File: src/rtl/matmul_2x2_top_if.sv
// matmul_2x2_top_if: operand/result bundle for the 2x2 matrix multiplier core.
// master drives start/A/B and observes C/done; slave is the compute core side.
interface matmul_2x2_top_if #(
    parameter int DATA_W = 16,
    parameter int ACC_W  = 32,
    parameter int K      = 2
);
    logic                     start;
    logic signed [DATA_W-1:0] A [2][K];
    logic signed [DATA_W-1:0] B [K][2];
    logic signed [ACC_W-1:0]  C [2][2];
    logic                     done;

    modport master (
        output start,
        output A,
        output B,
        input  C,
        input  done
    );

    modport slave (
        input  start,
        input  A,
        input  B,
        output C,
        output done
    );
endinterface

File: src/rtl/matmul_2x2_top.sv
// matmul_2x2_top: sequential signed 2x2 (x K) by (K x) 2 matrix multiplier.
// Latches A/B on start, runs four parallel MACs for K cycles, registers C and
// pulses done for one cycle. Optional macro MATMUL_SAT_EN makes every
// accumulate step saturate instead of wrapping.
module matmul_2x2_top #(
    parameter int DATA_W = 16,
    parameter int ACC_W  = 32,
    parameter int K      = 2
) (
    input  logic             clk,
    input  logic             rst,
    matmul_2x2_top_if.slave  bus
);
    localparam int KW = (K > 1) ? $clog2(K) : 1;
    localparam int PW = 2 * DATA_W;

    typedef enum logic [1:0] {
        IDLE,
        MAC,
        DONE
    } state_t;

    state_t                   state;
    logic [KW-1:0]            k_cnt;
    logic signed [DATA_W-1:0] a_reg    [2][K];
    logic signed [DATA_W-1:0] b_reg    [K][2];
    logic signed [ACC_W-1:0]  acc      [2][2];
    logic signed [ACC_W-1:0]  acc_next [2][2];

    // Full-precision signed product, sign-extended into the accumulator width.
    function automatic logic signed [ACC_W-1:0] product_ext(
        input logic signed [DATA_W-1:0] a,
        input logic signed [DATA_W-1:0] b
    );
        logic signed [PW-1:0] p;
        p = PW'(a) * PW'(b);
        return ACC_W'(p);
    endfunction

`ifdef MATMUL_SAT_EN
    // One accumulate step clamped to the signed ACC_W range.
    function automatic logic signed [ACC_W-1:0] acc_step(
        input logic signed [ACC_W-1:0] a,
        input logic signed [ACC_W-1:0] p
    );
        logic signed [ACC_W:0] s;
        s = (ACC_W+1)'(a) + (ACC_W+1)'(p);
        if (s[ACC_W] != s[ACC_W-1]) begin
            if (s[ACC_W]) begin
                return {1'b1, {(ACC_W-1){1'b0}}};
            end
            return {1'b0, {(ACC_W-1){1'b1}}};
        end
        return s[ACC_W-1:0];
    endfunction
`else
    // One accumulate step, two's-complement wrap modulo 2^ACC_W.
    function automatic logic signed [ACC_W-1:0] acc_step(
        input logic signed [ACC_W-1:0] a,
        input logic signed [ACC_W-1:0] p
    );
        return a + p;
    endfunction
`endif

    // Next accumulator values for the current inner index k_cnt.
    always_comb begin
        acc_next = acc;
        for (int unsigned i = 0; i < 2; i++) begin
            for (int unsigned j = 0; j < 2; j++) begin
                acc_next[i][j] = acc_step(acc[i][j],
                                          product_ext(a_reg[i][k_cnt], b_reg[k_cnt][j]));
            end
        end
    end

    // Control FSM plus operand, accumulator and result registers.
    always_ff @(posedge clk or posedge rst) begin
        if (rst) begin
            state    <= IDLE;
            k_cnt    <= '0;
            a_reg    <= '{default: '0};
            b_reg    <= '{default: '0};
            acc      <= '{default: '0};
            bus.C    <= '{default: '0};
            bus.done <= 1'b0;
        end else begin
            bus.done <= 1'b0;
            case (state)
                IDLE: begin
                    if (bus.start) begin
                        a_reg <= bus.A;
                        b_reg <= bus.B;
                        acc   <= '{default: '0};
                        k_cnt <= '0;
                        state <= MAC;
                    end
                end
                MAC: begin
                    acc   <= acc_next;
                    k_cnt <= k_cnt + KW'(1);
                    // The final step bypasses acc so C and done land on the same edge.
                    if (k_cnt == KW'(K - 1)) begin
                        bus.C    <= acc_next;
                        bus.done <= 1'b1;
                        state    <= DONE;
                    end
                end
                DONE: begin
                    state <= IDLE;
                end
                default: begin
                    state <= IDLE;
                end
            endcase
        end
    end
endmodule

File: src/flat_wrapper.sv
// flat-port wrapper written by rule: the top's interface ports become plain ports
module matmul_2x2_top_flat 
#(
    parameter int DATA_W = 16,
    parameter int ACC_W  = 32,
    parameter int K      = 2
)
  (clk, rst, bus_start, bus_A, bus_B, bus_C, bus_done);
  matmul_2x2_top_if #(.DATA_W(DATA_W), .ACC_W(ACC_W), .K(K)) bus_i ();
  input  logic clk;
  input  logic rst;
  input wire logic [$bits(bus_i.start)-1:0] bus_start;
  input wire logic [$bits(bus_i.A)-1:0] bus_A;
  input wire logic [$bits(bus_i.B)-1:0] bus_B;
  output wire logic [$bits(bus_i.C)-1:0] bus_C;
  output wire logic [$bits(bus_i.done)-1:0] bus_done;
  assign bus_i.start = bus_start;
  assign bus_i.A = {>>{bus_A}};
  assign bus_i.B = {>>{bus_B}};
  assign bus_C = {>>{bus_i.C}};
  assign bus_done = bus_i.done;
  matmul_2x2_top #(.DATA_W(DATA_W), .ACC_W(ACC_W), .K(K)) u_core (.clk(clk), .rst(rst), .bus(bus_i));
endmodule
File: config.mk
export PLATFORM = sky130hd
export DESIGN_NAME = matmul_2x2_top_flat
export DESIGN_NICKNAME = d
export VERILOG_FILES = /design/src/rtl/matmul_2x2_top_if.sv /design/src/rtl/matmul_2x2_top.sv /design/src/flat_wrapper.sv
export SDC_FILE = /design/constraint.sdc
export NUM_CORES = 2
export LEC_CHECK = 0
export ABC_CLOCK_PERIOD_IN_PS = 21300
export BUFFER_PORTS_ARGS = -buffer_cell sky130_fd_sc_hd__buf_2
export CAP_MARGIN = 25
export CORE_ASPECT_RATIO = 0.8
export CORE_UTILIZATION = 45
export CTS_CLUSTER_SIZE = 24
export DETAILED_ROUTE_END_ITERATION = 16
export PLACE_DENSITY_LB_ADDON = 0.12
export SYNTH_ARGS = -nofsm -noshare
export SYNTH_HDL_FRONTEND = slang
export SYNTH_SLANG_ARGS = --single-unit
File: constraint.sdc
create_clock -name clk -period 21.3 [get_ports clk]
set_clock_uncertainty 0.05 [all_clocks]
set_input_delay 1.065 -clock clk [delete_from_list [all_inputs] [get_ports clk]]
set_output_delay 1.065 -clock clk [all_outputs]
set_load 0.02 [all_outputs]
# [Word-level counts from Yosys, hierarchy flattened]
# Cells that the tools add are included.
[totals] reg_bits=388 latch_bits=0 mem_bits_rw=0 romBits=0 input_bits=131 out_inout_bits=129 memories=0
[op_classes] add_sub_neg=5 mul=4 div_mod_pow=0 order_cmp=1 n_eq_ne=3 n_shift=0 mux=18 n_bitwise=1 n_reduce_logical=6
[op_table] operator="128-bit one-hot mux with 2 select lines" count=1
[op_table] operator="32-bit adder" count=4
[op_table] operator="16-bit by 16-bit multiplier with 32-bit output" count=4
[op_table] operator="128-bit two-way mux" count=1
[op_table] operator="16-bit two-way mux" count=6
[op_table] operator="32-bit two-way mux" count=3
[op_table] operator="2-bit AND reduction" count=4
[op_table] operator="2-bit two-way mux" count=2
[op_table] operator="2-bit one-hot mux with 2 select lines" count=1
[op_table] operator="1-bit two-way mux" count=3
[op_table] operator="2-bit by 1-bit == test with 1-bit output, second input constant" count=1
[op_table] operator="2-bit >= comparator, second input constant" count=1
[op_table] operator="2-bit logical NOT" count=1
[op_table] operator="2-bit by 1-bit != test with 1-bit output, second input constant" count=1
[op_table] operator="2-bit != test, second input constant" count=1
[op_table] operator="1-bit NOT with 2-bit output" count=1
[op_table] operator="1-bit one-hot mux with 2 select lines" count=1
[op_table] operator="2-bit nonzero test" count=1
[op_table] operator="1-bit adder, second input constant" count=1

# [Logic depth before layout (Yosys ltp)]
[logic_depth] depth_word=7 depth_mapped=27 ltp_nobuf=23

# [Least setup slack after synthesis]
# OpenSTA, ideal clock, no wires.
[synth_path] kind="register -> register" from="register u_core.k_cnt" to="register u_core.acc[30] (netlist name)" setup_time_ns=0.069 arrival_time_ns=7.310 t_required_ns=21.181 path_slack_ns=13.870 path_stages_with_launch=26 synth_period_minus_slack_ns=7.430 path_cell_list="dfrtp_1 -> buf_2 -> buf_2 -> buf_1 -> mux2i_1 -> clkbuf_1 -> nor2_1 -> fa_1 -> inv_1 -> fa_1 -> inv_1 -> fa_1 -> fa_1 -> fa_1 -> inv_1 -> fa_1 -> inv_1 -> ha_1 -> o21ai_0 -> o21ai_0 -> nor2_1 -> nand3_1 -> a221oi_1 -> o2111ai_1 -> or3_1 -> nand3_1"
[synth_between] elab_chain_cells=7 word_cells_on_any_way=10 cone_classes="add/sub: 1; mul: 1; mux: 7; bitwise: 1"
[synth_rtl] item="start: declaration" line="matmul_2x2_top.sv:24" source="logic [KW-1:0] k_cnt;"
[synth_rtl] item="start signal: assignment" line="matmul_2x2_top.sv:101" source="k_cnt <= k_cnt + KW'(1);"
[synth_rtl] item="1-bit NOT with 2-bit output (not written as such) (*)" line="matmul_2x2_top.sv:72" source="product_ext(a_reg[i][k_cnt], b_reg[k_cnt][j]));"
[synth_rtl] item="16-bit two-way mux (not written as such) / 32-bit two-way mux (equally long branches)"
[synth_rtl] item="16-bit two-way mux (not written as such) / 32-bit two-way mux (equally long branches)" line="matmul_2x2_top.sv:72"
[synth_rtl] item="16-bit two-way mux (not written as such) / 32-bit two-way mux (equally long branches)"
[synth_rtl] item="16-bit by 16-bit multiplier with 32-bit output (*)" line="matmul_2x2_top.sv:36" source="p = PW'(a) * PW'(b);"
[synth_rtl] item="32-bit adder (*)" line="matmul_2x2_top.sv:62" source="return a + p;"
[synth_rtl] item="128-bit one-hot mux with 2 select lines (*)" line="matmul_2x2_top.sv:89" source="case (state)"
[synth_rtl] item="end signal: assignment" line="matmul_2x2_top.sv:100" source="acc <= acc_next;"
[synth_rtl] item="end: declaration" line="matmul_2x2_top.sv:27" source="logic signed [ACC_W-1:0] acc [2][2];"
# Mark *: on every way between the ends. The rest lies on a longest branch, timed or not. The select of a mux whose other input is x is not followed.
# A chain may end at the register's enable or synchronous reset.

# [Worst setup path after layout]
[layout_path] from="register u_core.k_cnt" to="register u_core.bus.C[95] (netlist name)"
[layout_between] elab_chain_cells=6 word_cells_on_any_way=10 cone_classes="add/sub: 1; mul: 1; mux: 6; bitwise: 1; reduce/logical: 1"
[layout_rtl] item="1-bit NOT with 2-bit output (not written as such)" line="matmul_2x2_top.sv:72"
[layout_rtl] item="16-bit two-way mux (not written as such) / 32-bit two-way mux (equally long branches)"
[layout_rtl] item="16-bit two-way mux (not written as such) / 32-bit two-way mux (equally long branches)" line="matmul_2x2_top.sv:72"
[layout_rtl] item="16-bit two-way mux (not written as such) / 32-bit two-way mux (equally long branches)"
[layout_rtl] item="16-bit by 16-bit multiplier with 32-bit output" line="matmul_2x2_top.sv:36"
[layout_rtl] item="32-bit adder" line="matmul_2x2_top.sv:62"
# Several ways; a longest one is shown, not always the timed one. The select of a mux whose other input is x is not followed.

==> flow_summary_export.csv <==
group,metric,value,unit
timing,period_share,42.4,%
timing,tightest_slew,1130,ps
setup_path,crit_family,"adder cells",
cells_and_area,final_common_cell,"inv_1",
clock_tree,cts_resized,0,
timing,drv_slew,0,
clock_tree,htreeDepth,2,
yosys,synth_cell_types,73,
setup_path,cp-startpoint,"u_core.k_cnt",
floorplanning,die_height,323,µm
drt,via_per_inst,5.27,
yosys,yosysSeqAreaShare,16.8,%
setup_path,rr_worst_depth,23,
timing,tns,0,ps
setup_path,crit_fanout,56,
placed_design,hpwl,137000,µm
setup_path,rr_startpoint,"u_core.k_cnt",
clock_tree,clock-sinks,388,
status,status,"finished, final reports clean",
yosys,synth_seq_cells,388,
yosys,synth_edf_count,0,
floorplanning,rows,117,
cells_and_area,area.growth.synth_to_final,8.66,%
global_route,grt_pass1_vias,44300,
setup_path,cp.depth,23,
floorplanning,start_util,45.4,%
timing,rsz0062_at_grt,"false",
drt,avgRoutedWirePerCell,21.8,µm
setup_path,startpoint_type,"register",
yosys,ys_warn_count,0,
drt,vias,42200,
yosys,async_flop_share,100,%
global_route,grt_max_degree,140,
setup_path,crit_arrival,9530,ps
cells_and_area,biggestRegsByFlops,"u_core.acc x128, u_core.bus.C x128",
setup_path,crit_chain,"buf_4 > mux2_2 > nand2_1 > inv_1 > fa_1 > inv_1 > fa_1 > inv_1 > fa_1 > fa_1 > fa_1 > inv_1 > fa_1 > inv_1 > ha_1 > a21o_1 > a21oi_1 > inv_1 > a21oi_1 > nor2b_1 > a31oi_1 > a31oi_1 > o31ai_1",
timing,setup_violations,0,
setup_path,path_class,"register to register",
drt,dr.pass1.iters,6,
setup_path,critPathRequiredTime,21800,ps
clock_tree,clk_path_buf_depth,3,
cells_and_area,n_antenna_cell,0,
clock_tree,cts_tree,"yes",
placed_design,gp_congestion,0.925,
floorplanning,dieArea,130000,µm²
cells_and_area,fill_cells,12200,
clock_tree,postCtsHoldBufs,0,
floorplanning,die_w,403,µm
drt,wl,175000,µm
worst_hold_path,hp-start,"u_core.bus.C[103]",
clock_tree,cts_buffers,46,
drt,ant_nets,0,
yosys,ys.flop_type,"dfrtp_1",
setup_path,cp-end-kind,"register",
setup_path,critPathBufInv,7,
yosys,synth_area,57900,µm²
clock_tree,clk_pin_slew,70,ps
placed_design,io_buffers,259,
yosys,synth_cells,6098,
global_route,grt_remaining_overflow,0,
drt,drc_errors,0,
clock_tree,post_cts_buffers,0,
cells_and_area,final_cell_mix,"1360 x inv_1, 1168 x fa_1, 798 x nand2_1, 607 x nor2_1, 392 x ha_1",
cells_and_area,nets,7939,
floorplanning,core_area,128000,µm²
global_route,antenna_found_initial,6,
cells_and_area,final_cells,8010,
worst_hold_path,holdPathStages,2,
yosys,synth.avg_cell_area,9.50,µm²
cells_and_area,drive_above_1_share,10.9,%
global_route,grt_use_total,27.8,%
yosys,synth_fp_nets,7789,
global_route,grt_first_pass_wirelength,271000,µm
placed_design,place_inst,7924,
timing,final-hold-violation-count,0,
job,maxCapViolations,0,
floorplanning,ios,260,
clock_tree,cts_root_buf,"clkbuf_16",
timing,period_needed,9030,ps
worst_hold_path,hp-class,"register to register",
setup_path,cpPeakStageDelay,920,ps
drt,drt-initial-drc-count,3100,
timing,relSlewSlack,22.7,%
timing,timing.fmax,0.111,GHz
clock_tree,clock_latency,650,ps
setup_path,crit_slowest_cell,"dfrtp_4",
==> layer usage <==
metal	up-vias	track usage, %	wire length (µm)
met2	1386	43.8	79400
met1	21900	39.5	76600
met5	-	0.329	92
li1	18700	-	-
met4	6	6.51	4410
met3	210	5.61	14100
==> worst min-delay path: stages (launching register included) <==
cell	delay, ps
dfrtp_1	340
nand2_1	50
o21ai_0	60
==> worst paths after layout <==
kind | endpoint | slack (ps)
min in group asynchronous | u_core.bus.C[79] | 450
min | u_core.bus.C[103] | 420
min reg2reg | u_core.bus.C[103] | 420
max | u_core.bus.C[95] | 12270
max reg2reg | u_core.bus.C[95] | 12270
max in group asynchronous | u_core.b_reg[59] | 18580
==> Yosys cell counts (all sizes together) (4+ instances only) <==
master | n | area, µm²
and3 | 13 | 87.6
o21a | 20 | 150
ha | 392 | 4900
a21o | 33 | 248
or3 | 12 | 77.6
xor2 | 47 | 412
a31o | 7 | 61.3
o21bai | 17 | 128
nand2 | 799 | 3000
clkbuf | 217 | 835
a31oi | 15 | 100
mux2i | 64 | 641
fa | 1168 | 23400
nand4b | 8 | 70.1
a221oi | 5 | 43.8
nor4 | 6 | 37.5
nand4 | 18 | 119
nand3 | 47 | 235
nand2b | 12 | 75.1
a211o | 7 | 61.3
o31ai | 18 | 135
and2 | 5 | 31.3
o211ai | 6 | 45.0
o21ai | 240 | 1210
a21oi | 98 | 490
a22o | 20 | 175
a21boi | 4 | 30.0
a211oi | 17 | 133
nor3 | 21 | 105
or2 | 4 | 25.0
buf | 33 | 131
xnor2 | 103 | 902
o22ai | 5 | 31.3
inv | 1362 | 5110
nor2 | 607 | 2280
nor3b | 5 | 37.5
mux2 | 191 | 2150
nor2b | 12 | 75.1
dfrtp | 388 | 9710
or4 | 9 | 67.6
==> through the flow <==
| step | util (%) | area [µm²] | worst slack (ps) | hold slack [ps] |
|---|---|---|---|---|
| after floorplan | - | 57900 | 9400 | 400 |
| after global placement | 48.1 | 61400 | 12480 | 407 |
| after detailed placement | 48.1 | 61400 | 12370 | 409 |
| after CTS | 49.4 | 63000 | 12330 | 424 |
| after global routing | 49.4 | 63000 | 11710 | 449 |
| final | 49.4 | 63000 | 12270 | 423 |
==> cell families after synthesis <==
| logic type | Yosys count | share of synthesized area, % |
|---|---|---|
| buffers and inverters | 1613 | 10.5 |
| and+or+nand+nor | 1589 | 11.1 |
| adders and majority gates | 1560 | 48.8 |
| AOI/OAI and AO/OA | 543 | 5.76 |
| DFF | 388 | 16.8 |
| muxes | 255 | 4.82 |
| xor gates and xnor gates | 150 | 2.27 |
==> final cells by class <==
type / count / area, µm² / area share, %
multi-input combinational: 4097 / 42400 / 67.3
inverter: 1362 / 5120 / 8.13
clock buffer: 65 / 1340 / 2.13
tap: 1725 / 2160 / 3.43
timing repair buffer: 353 / 2030 / 3.22
sequential: 388 / 9710 / 15.4
clock inverter: 20 / 239 / 0.380
Power is left out: the tool's default activity adds up to more than one toggle a clock period on the data nets, which glitch-free logic cannot reach.
